--- config.mk ---
export PLATFORM = sky130hd
export DESIGN_NAME = pc_fetch
export DESIGN_NICKNAME = d
export VERILOG_FILES = /design/src/rtl/pc_fetch.sv
export SDC_FILE = /design/constraint.sdc
export NUM_CORES = 1
export LEC_CHECK = 0
export CORE_AREA = 3 3 131 133
export DETAILED_ROUTE_END_ITERATION = 7
export DIE_AREA = 0 0 134 136
export GPL_ROUTABILITY_DRIVEN = 0
export SETUP_SLACK_MARGIN = 0.4
export SLEW_MARGIN = 40
export SYNTH_ARGS = -nofsm -noshare
export SYNTH_HDL_FRONTEND = slang
export SYNTH_SLANG_ARGS = --single-unit
--- constraint.sdc ---
create_clock -name clk -period 3.5 [get_ports clk]
set_input_delay 1.05 -clock clk [delete_from_list [all_inputs] [get_ports clk]]
set_output_delay 1.05 -clock clk [all_outputs]
set_load 0.01 [all_outputs]
--- src/rtl/pc_fetch.sv ---
// PC register and instruction-fetch sequencer: req/ack fetch into a small decode FIFO, flushed on redirect.
// Optional misaligned-PC trap (fetch_err + HALT) enabled by defining PCF_ALIGN_CHECK_EN.
module pc_fetch #(
  parameter logic [7:0] RESET_PC   = 8'h00,
  parameter int         FIFO_DEPTH = 2
) (
  input  logic        clk,
  input  logic        rst_n,
  input  logic [7:0]  address_in,
  input  logic        redirect,
  input  logic        stall,
  output logic [7:0]  pc_out,
  output logic        imem_req,
  output logic [7:0]  imem_addr,
  input  logic        imem_ack,
  input  logic [31:0] imem_rdata,
  output logic        instr_valid,
  output logic [31:0] instr,
  output logic [7:0]  instr_pc,
  input  logic        instr_ready
`ifdef PCF_ALIGN_CHECK_EN
  ,
  output logic        fetch_err
`endif
);

  localparam int PTR_W = $clog2(FIFO_DEPTH);
  localparam int CNT_W = PTR_W + 1;

  typedef enum logic [1:0] {
    S_IDLE,
    S_FETCH,
    S_DRAIN
`ifdef PCF_ALIGN_CHECK_EN
    ,
    S_HALT
`endif
  } state_e;

  state_e             state_q, state_d;
  logic [7:0]         pc_q, pc_d;
  logic               req_q, req_d;
  logic [7:0]         addr_q, addr_d;
  logic [PTR_W-1:0]   wr_ptr_q, wr_ptr_d;
  logic [PTR_W-1:0]   rd_ptr_q, rd_ptr_d;
  logic [CNT_W-1:0]   count_q, count_d;
  logic [31:0]        data_q [FIFO_DEPTH];
  logic [7:0]         tag_q  [FIFO_DEPTH];
  logic               push, pop, flush, launch_ok, pc_load;
`ifdef PCF_ALIGN_CHECK_EN
  logic               err_q, err_d;
`endif

  always_comb begin
    pop  = (count_q != '0) && instr_ready;
    push = (state_q == S_FETCH) && req_q && imem_ack && !redirect;
`ifdef PCF_ALIGN_CHECK_EN
    flush = redirect && (state_q != S_HALT);
`else
    flush = redirect;
`endif

    wr_ptr_d = wr_ptr_q;
    rd_ptr_d = rd_ptr_q;
    count_d  = count_q;
    if (flush) begin
      // Realign the read pointer so the next push lands at the head.
      count_d  = '0;
      rd_ptr_d = wr_ptr_q;
    end else begin
      if (push) wr_ptr_d = wr_ptr_q + 1'b1;
      if (pop)  rd_ptr_d = rd_ptr_q + 1'b1;
      count_d = count_q + CNT_W'(push) - CNT_W'(pop);
    end

    // Using the post-update count guarantees a launched request always has a free slot.
    launch_ok = !stall && (count_d < CNT_W'(FIFO_DEPTH));

    state_d = state_q;
    pc_d    = pc_q;
    req_d   = req_q;
    addr_d  = addr_q;
    pc_load = 1'b0;

    case (state_q)
      S_IDLE: begin
        state_d = S_FETCH;
        if (redirect) begin
          pc_d    = address_in;
          pc_load = 1'b1;
        end
        req_d = launch_ok;
        if (launch_ok) addr_d = pc_d;
      end
      S_FETCH: begin
        if (req_q && !imem_ack) begin
          if (redirect) begin
            pc_d    = address_in;
            pc_load = 1'b1;
            state_d = S_DRAIN;
          end
        end else begin
          if (redirect || req_q) begin
            pc_d    = address_in;
            pc_load = 1'b1;
          end
          req_d = launch_ok;
          if (launch_ok) addr_d = pc_d;
        end
      end
      S_DRAIN: begin
        if (redirect) begin
          pc_d    = address_in;
          pc_load = 1'b1;
        end
        if (imem_ack) begin
          req_d   = 1'b0;
          state_d = S_FETCH;
        end
      end
`ifdef PCF_ALIGN_CHECK_EN
      S_HALT: begin
        if (imem_ack) req_d = 1'b0;
      end
`endif
      default: begin
        state_d = S_IDLE;
        req_d   = 1'b0;
      end
    endcase

`ifdef PCF_ALIGN_CHECK_EN
    err_d = err_q;
    if (pc_load && (address_in[1:0] != 2'b00)) begin
      err_d   = 1'b1;
      state_d = S_HALT;
      req_d   = req_q && !imem_ack;
      addr_d  = addr_q;
    end
`endif
  end

  always_ff @(posedge clk or negedge rst_n) begin
    if (!rst_n) begin
      state_q  <= S_IDLE;
      pc_q     <= RESET_PC;
      req_q    <= 1'b0;
      addr_q   <= 8'h00;
      wr_ptr_q <= '0;
      rd_ptr_q <= '0;
      count_q  <= '0;
`ifdef PCF_ALIGN_CHECK_EN
      err_q    <= 1'b0;
`endif
    end else begin
      state_q  <= state_d;
      pc_q     <= pc_d;
      req_q    <= req_d;
      addr_q   <= addr_d;
      wr_ptr_q <= wr_ptr_d;
      rd_ptr_q <= rd_ptr_d;
      count_q  <= count_d;
`ifdef PCF_ALIGN_CHECK_EN
      err_q    <= err_d;
`endif
    end
  end

  always_ff @(posedge clk or negedge rst_n) begin
    if (!rst_n) begin
      for (int i = 0; i < FIFO_DEPTH; i++) begin
        data_q[i] <= 32'h0;
        tag_q[i]  <= 8'h00;
      end
    end else if (push) begin
      data_q[wr_ptr_q] <= imem_rdata;
      tag_q[wr_ptr_q]  <= addr_q;
    end
  end

  assign pc_out      = pc_q;
  assign imem_req    = req_q;
  assign imem_addr   = addr_q;
  assign instr_valid = (count_q != '0);
  assign instr       = data_q[rd_ptr_q];
  assign instr_pc    = tag_q[rd_ptr_q];
`ifdef PCF_ALIGN_CHECK_EN
  assign fetch_err   = err_q;
`endif

endmodule

==> reports/results.ini, run 1 <==
[synthesis]
synth_async_sr_flop_share=1.00
ys.warnings.count=0
synth_area_sq_um=4810
syn_area_per_cell_sq_um=15.7
yosysSeqAreaShare=0.536
synth-seq-cells=103
synth-edff-count=0
syn_inst=307
dominantRegCellSynth=dfrtp_1
synth_cell_types=33
syn_nets=355

[cts]
clock_latency_ps=340
clkSinkCount=103
cts_buffers=9
cts_buffer_depth=2
path_clk_slew_ps=70
cts_max_level=3
cts_tree=yes
postCtsHoldBufs=0
cts-root-buf=clkbuf_16

[floorplan]
coreArea_sq_um=15900
num_io_pins=104
dieArea_sq_um=18200
dieWidth_microns=134
initial_utilization=0.302
die_h_microns=136
row_count=46

[power]
power_density_nw_per_um2=925
comb_power_share=0.473
ir_drop_uv=365
pwr-share-clk=0.167
swShare=0.298
p_int_mw=4.14
p_switching_mw=1.76
p_seq_frac=0.360
power.leakage_nw=2.74

[finish]
nNetsFinal=465
mostFrequentLayoutCells=dfrtp_1, clkdlybuf4s50_1, mux2_2, mux2_4, nand2_1
antenna_cells=0
syn2layout_area_growth_pct=32.7
drive_gt1_frac=0.391

[sta]
setup_viol=0
fmax_mhz=337
rsz0062_at_grt=false
skew_ps=5.95
max-slew-margin-rel=0.582
finalSetupTns_ps=0
slew_viol_final=0
final_hold_viol_count=0
hold_ws_ps=504
tightest_slew_ps=627
fin_crit_sh=0.847
fin_crit_ps=2960

[setup_path]
cpMostUsedCell=buf_12
start_kind=flip-flop
worstPathCellList=buf_12 -> buf_12 -> mux2_2 -> clkdlybuf4s50_1
crit_slowest_cell=clkdlybuf4s50_1
cp-end-kind=primary output
crit_required_ps=2450
crit_fanout=15
critPathBufInv=3
critical_path_class=reg2out
cp_top_family=buffers and inverters
cp_data_arrival_time_ps=1910
reg2reg_depth=9
slowest_delay_ps=530
crit_cells=4

[routing]
post_drt_wl_per_cell_microns=15.6
ant_nets=0
drc=0
drt_iter0_drc=81
drtPass1Iterations=5
num_vias=2800
wl_mm=9.98
vias_per_cell=4.39

[outcome]
status=finished, final reports clean

[grt]
grt_pass1_wl_mm=16.9
overflow=0
antenna_found_initial=0
grt_max_degree=58
grt_usage=0.118
grt_pass1_vias=3214

[worst_hold_path]
hold_depth=1
hp-class=reg2reg

[placement]
dp_hpwl_mm=6.96
io_buffers=103

[job]
maxCapViolCount=0

[cells in the mapped netlist (2+ instances only)]
cell / instances / area share
dfrtp_1: 103 / 0.54
mux2_2: 78 / 0.18
mux2_4: 50 / 0.16
nand2_1: 12 / 0.0094
o21ai_0: 9 / 0.0094
mux2i_1: 8 / 0.017
buf_1: 4 / 0.0031
buf_12: 4 / 0.017
buf_8: 4 / 0.012
inv_1: 4 / 0.0031
a21oi_1: 3 / 0.0031
buf_2: 2 / 0.0021
buf_6: 2 / 0.0047
ha_1: 2 / 0.0052
nor2_1: 2 / 0.0016
nor2_8: 2 / 0.0083
xnor2_1: 2 / 0.0036
[flip-flops by register name, indices dropped and copies added (netlist names)]
register	flops
count_q	2
data_q	64
imem_addr	8
imem_req	1
pc_out	8
rd_ptr_q	1
state_q	2
tag_q	16
wr_ptr_q	1
[power by group through the flow]
stage / sequential [mW] / combinational [mW] / clock [mW]
floorplan: 2.04 / 1.68 / 0
CTS: 2.13 / 2.86 / 1.05
global route: 2.22 / 3.01 / 1.08
detailed placement: 2.17 / 2.78 / 0
global placement: 2.13 / 2.74 / 0
finish: 2.12 / 2.79 / 0.986
[layout make-up]
class	count	area, sq um
fillers	1486	9560
flip-flops and latches	103	2580
multi-input cells	182	2030
repair buffers	117	1200
well taps	216	270
clock buffers	11	233
clock inverters	5	58.8
inverters	4	15.0
[metrics by stage]
| stage | utilization | cells | setup slack (ps) | instance area [sq um] | power [mW] |
|---|---|---|---|---|---|
| CTS | 0.400 | 638 | 478 | 6380 | 6.03 |
| global route | 0.400 | 638 | 414 | 6380 | 6.31 |
| global placement | 0.380 | 620 | 241 | 6060 | 4.87 |
| floorplan | - | 307 | 403 | 4820 | 3.72 |
| detailed placement | 0.380 | 620 | 180 | 6060 | 4.95 |
| finish | 0.400 | 638 | 535 | 6380 | 5.90 |
[cells by family (layout without fill, tap and decap cells)]
logic type | after synthesis | after routing | share of synthesized area
AO/OA/AOI/OAI | 17 | 17 | 0.0221
XOR/XNOR | 3 | 3 | 0.00832
adder cells (fa/ha/maj) | 2 | 2 | 0.00520
buffers and inverters | 22 | 137 | 0.0439
flip-flops | 103 | 103 | 0.536
multiplexers | 136 | 136 | 0.355
AND/OR/NAND/NOR | 24 | 24 | 0.0296
[final timing paths]
| kind | start | endpoint | slack (ps) |
|---|---|---|---|
| min reg2reg | data_q[49]$_DFFE_PN0P_ | data_q[49]$_DFFE_PN0P_ | 500 |
| max reg2reg | state_q[0]$_DFFE_PN0P_ | imem_addr[6]$_DFFE_PN0P_ | 1110 |
| max | rd_ptr_q$_DFFE_PN0P_ | instr[5] | 540 |
| max in group asynchronous | rst_n | rd_ptr_q$_DFFE_PN0P_ | 2040 |
| min in group asynchronous | rst_n | data_q[18]$_DFFE_PN0P_ | 710 |
| min | data_q[49]$_DFFE_PN0P_ | data_q[49]$_DFFE_PN0P_ | 500 |
[routing by layer]
metal / routed length [microns] / up-vias / share of wire / global-route usage
met1: 4520 / 1418 / 0.45 / 0.149
li1: - / 1303 / - / -
met4: 123 / 0 / 0.012 / 0.0360
met5: 0 / - / 0 / 0
met2: 4750 / 68 / 0.48 / 0.188
met3: 582 / 11 / 0.058 / 0.0429
[repair_timing]
action	4_1_cts	5_1_grt
buffers inserted	2	0
gates resized for setup	1	0
setup endpoints to repair	27	0
Note: power is estimated with default switching activity, not from simulation.
==> inputs of run 2 (changes only) <==
==> constraint.sdc (replaced) <==
create_clock -name clk -period 2.85 [get_ports clk]
set_input_delay 0.855 -clock clk [delete_from_list [all_inputs] [get_ports clk]]
set_output_delay 0.855 -clock clk [all_outputs]
set_load 0.01 [all_outputs]
==> run 2 against run 1 <==
- hold slack is essentially flat
- clock skew grew 2.0 ps
- utilization rose by 1.3 points
- flip-flop and latch count unchanged
- count of clock-buffer cells in the layout down 1
- cell count grew 2.0%
- first-iteration DRC count up 12%
- non-clock buffer count is 13 higher
==> reports/results.ini, run 2 (synthesis results as in run 1) <==
[outcome]
status=finished, final reports clean

[cts]
cts_tree=yes
cts_max_level=3  ; unchanged
path_clk_slew_ps=70  ; about the same
cts_buffers=9  ; unchanged
cts_buffer_depth=2  ; unchanged
cts-root-buf=clkbuf_16
clkSinkCount=103  ; unchanged
clock_latency_ps=350  ; about the same

[routing]
drt_iter0_drc=91  ; +12%
drtPass1Iterations=4  ; -1
drc=0  ; unchanged
ant_nets=0  ; unchanged
num_vias=2886  ; +3.1%
vias_per_cell=4.43  ; +1.0%
wl_mm=10.9  ; +9.4%
post_drt_wl_per_cell_microns=16.8  ; +7.2%

[sta]
skew_ps=7.98  ; +2.02 ps
fin_ws_ps=430  ; -105 ps
fin_crit_sh=0.849
fin_crit_ps=2420
final_hold_viol_count=0  ; unchanged
rsz0062_at_grt=true
max-slew-margin-rel=0.627  ; +0.0449
fmax_mhz=413
slew_viol_final=0  ; unchanged
setup_viol=0  ; unchanged
tightest_slew_ps=560  ; -67.3 ps

[finish]
top_register=data_q
syn2layout_area_growth_pct=36.9
final_common_cell=dfrtp_1
mostFrequentLayoutCells=dfrtp_1, mux2_2, clkdlybuf4s50_1, mux2_4, clkbuf_2
largest_reg_flops=64  ; unchanged
antenna_cells=0  ; unchanged
layout.cells.non_filler=651  ; +2.0%
top_regs=data_q: 64 flops, tag_q: 16 flops
nNetsFinal=478  ; +2.8%
drive_gt1_frac=0.552  ; +0.161

[placement]
io_buffers=103  ; unchanged
place_inst=621  ; +0.16%
dp_hpwl_mm=6.84  ; -1.8%
place_ws_ps=-313  ; -492 ps

[setup_path]
crit_fanout=5  ; -10
start_kind=input pin
cp_data_arrival_time_ps=2700  ; +790 ps
cp-end-kind=flip-flop
crit_required_ps=3130  ; +680 ps
critical_path_class=in2reg
reg2reg_depth=11  ; +2

[worst_hold_path]
hold_depth=1  ; unchanged
hp-class=reg2reg

[power]
p_seq_frac=0.350  ; -0.010
pwr-share-clk=0.181  ; +0.014
swShare=0.315  ; +0.0171
comb_power_share=0.469  ; -0.004
power.leakage_nw=2.95  ; +7.6%
power_density_nw_per_um2=1140  ; +23%
ir_drop_uv=471  ; +29%
p_int_mw=5.13  ; +24%
p_switching_mw=2.36  ; +34%
finalPower_mw=7.49  ; +27%

[grt]
grt_pass1_vias=3162  ; -1.6%
grt_pass1_wl_mm=16.9  ; +0.37%
grt_max_degree=104  ; +79%
overflow=0  ; unchanged
grt_usage=0.119  ; +0.00133
antenna_found_initial=0  ; unchanged

[floorplan]
dieWidth_microns=134  ; unchanged
num_io_pins=104  ; unchanged
coreArea_sq_um=15900  ; unchanged
dieArea_sq_um=18200  ; unchanged
row_count=46  ; unchanged
initial_utilization=0.302  ; unchanged
die_h_microns=136  ; unchanged

[job]
maxCapViolCount=0  ; unchanged

-- run 2: cell types whose count changed in the layout (fill, tap and decap cells not counted), moves of 4 or more --
cell,change
clkdlybuf4s50_1,-44
clkbuf_2,+40
o21ai_0,-8
nand2_1,-6
nand2_2,+6
buf_12,+5
o21ai_1,+5
buf_6,+4
-- run 2: critical path, cell delays in order --
cell	delay, ps
buf_6	70
nand2_2	40
or3_4	400
ha_4	270
inv_2	30
ha_4	140
xnor3_2	260
o221ai_4	230
buf_12	160
buf_12	110
nand2_1	60
o21ai_2	60
-- run 2: worst paths after layout --
| kind | slack [ps] | end | startpoint |
|---|---|---|---|
| min in group asynchronous | 580 | data_q[21]$_DFFE_PN0P_ | rst_n |
| max in group asynchronous | 1840 | state_q[0]$_DFFE_PN0P_ | rst_n |
| max reg2reg | 450 | imem_addr[5]$_DFFE_PN0P_ | state_q[1]$_DFFE_PN0P_ |
| min reg2reg | 500 | data_q[45]$_DFFE_PN0P_ | data_q[45]$_DFFE_PN0P_ |
| min | 500 | data_q[45]$_DFFE_PN0P_ | data_q[45]$_DFFE_PN0P_ |
| max | 430 | imem_addr[5]$_DFFE_PN0P_ | imem_ack |
-- run 2: metal layers --
metal	global-route usage	wire length (microns)	part of all wire
met1	0.152	4990	0.46
met2	0.191	5260	0.48
met3	0.0359	515	0.047
met4	0.0429	147	0.013
met5	0	0	0
-- run 2: metrics by stage --
step | instance area (sq um) | hold slack (ps) | util | setup TNS [ps]
after floorplan | 4880 | 476 | - | 0
after CTS | 6590 | 508 | 0.413 | 0
after detailed placement | 6160 | 490 | 0.386 | -2580
after global placement | 6160 | 485 | 0.386 | -2160
final | 6590 | 504 | 0.413 | 0
after global routing | 6590 | 522 | 0.413 | 0
-- run 2: power groups by stage --
stage	combinational, mW	sequential, mW	clock, mW
2_1_floorplan	2.11	2.51	0
3_3_place_gp	3.49	2.58	0
3_5_place_dp	3.54	2.63	0
4_1_cts	3.48	2.61	1.42
5_1_grt	3.79	2.72	1.48
6_report	3.51	2.62	1.36
-- run 2: repair_timing --
item	in CTS	in global routing
hold buffers	0	0
cloned	3	3
endpoints found under the setup margin	98	50
resized for setup	54	101
pin swaps	3	3
setup buffers	5	3
-- run 2: area by class of cell --
cell class | instances | area (sq um)
multi-input cells | 182 | 2110
fillers | 1489 | 9360
flip-flops and latches | 103 | 2580
clock inverters | 6 | 92.6
well taps | 216 | 270
clock buffers | 10 | 239
repair buffers | 130 | 1280
inverters | 4 | 15.0
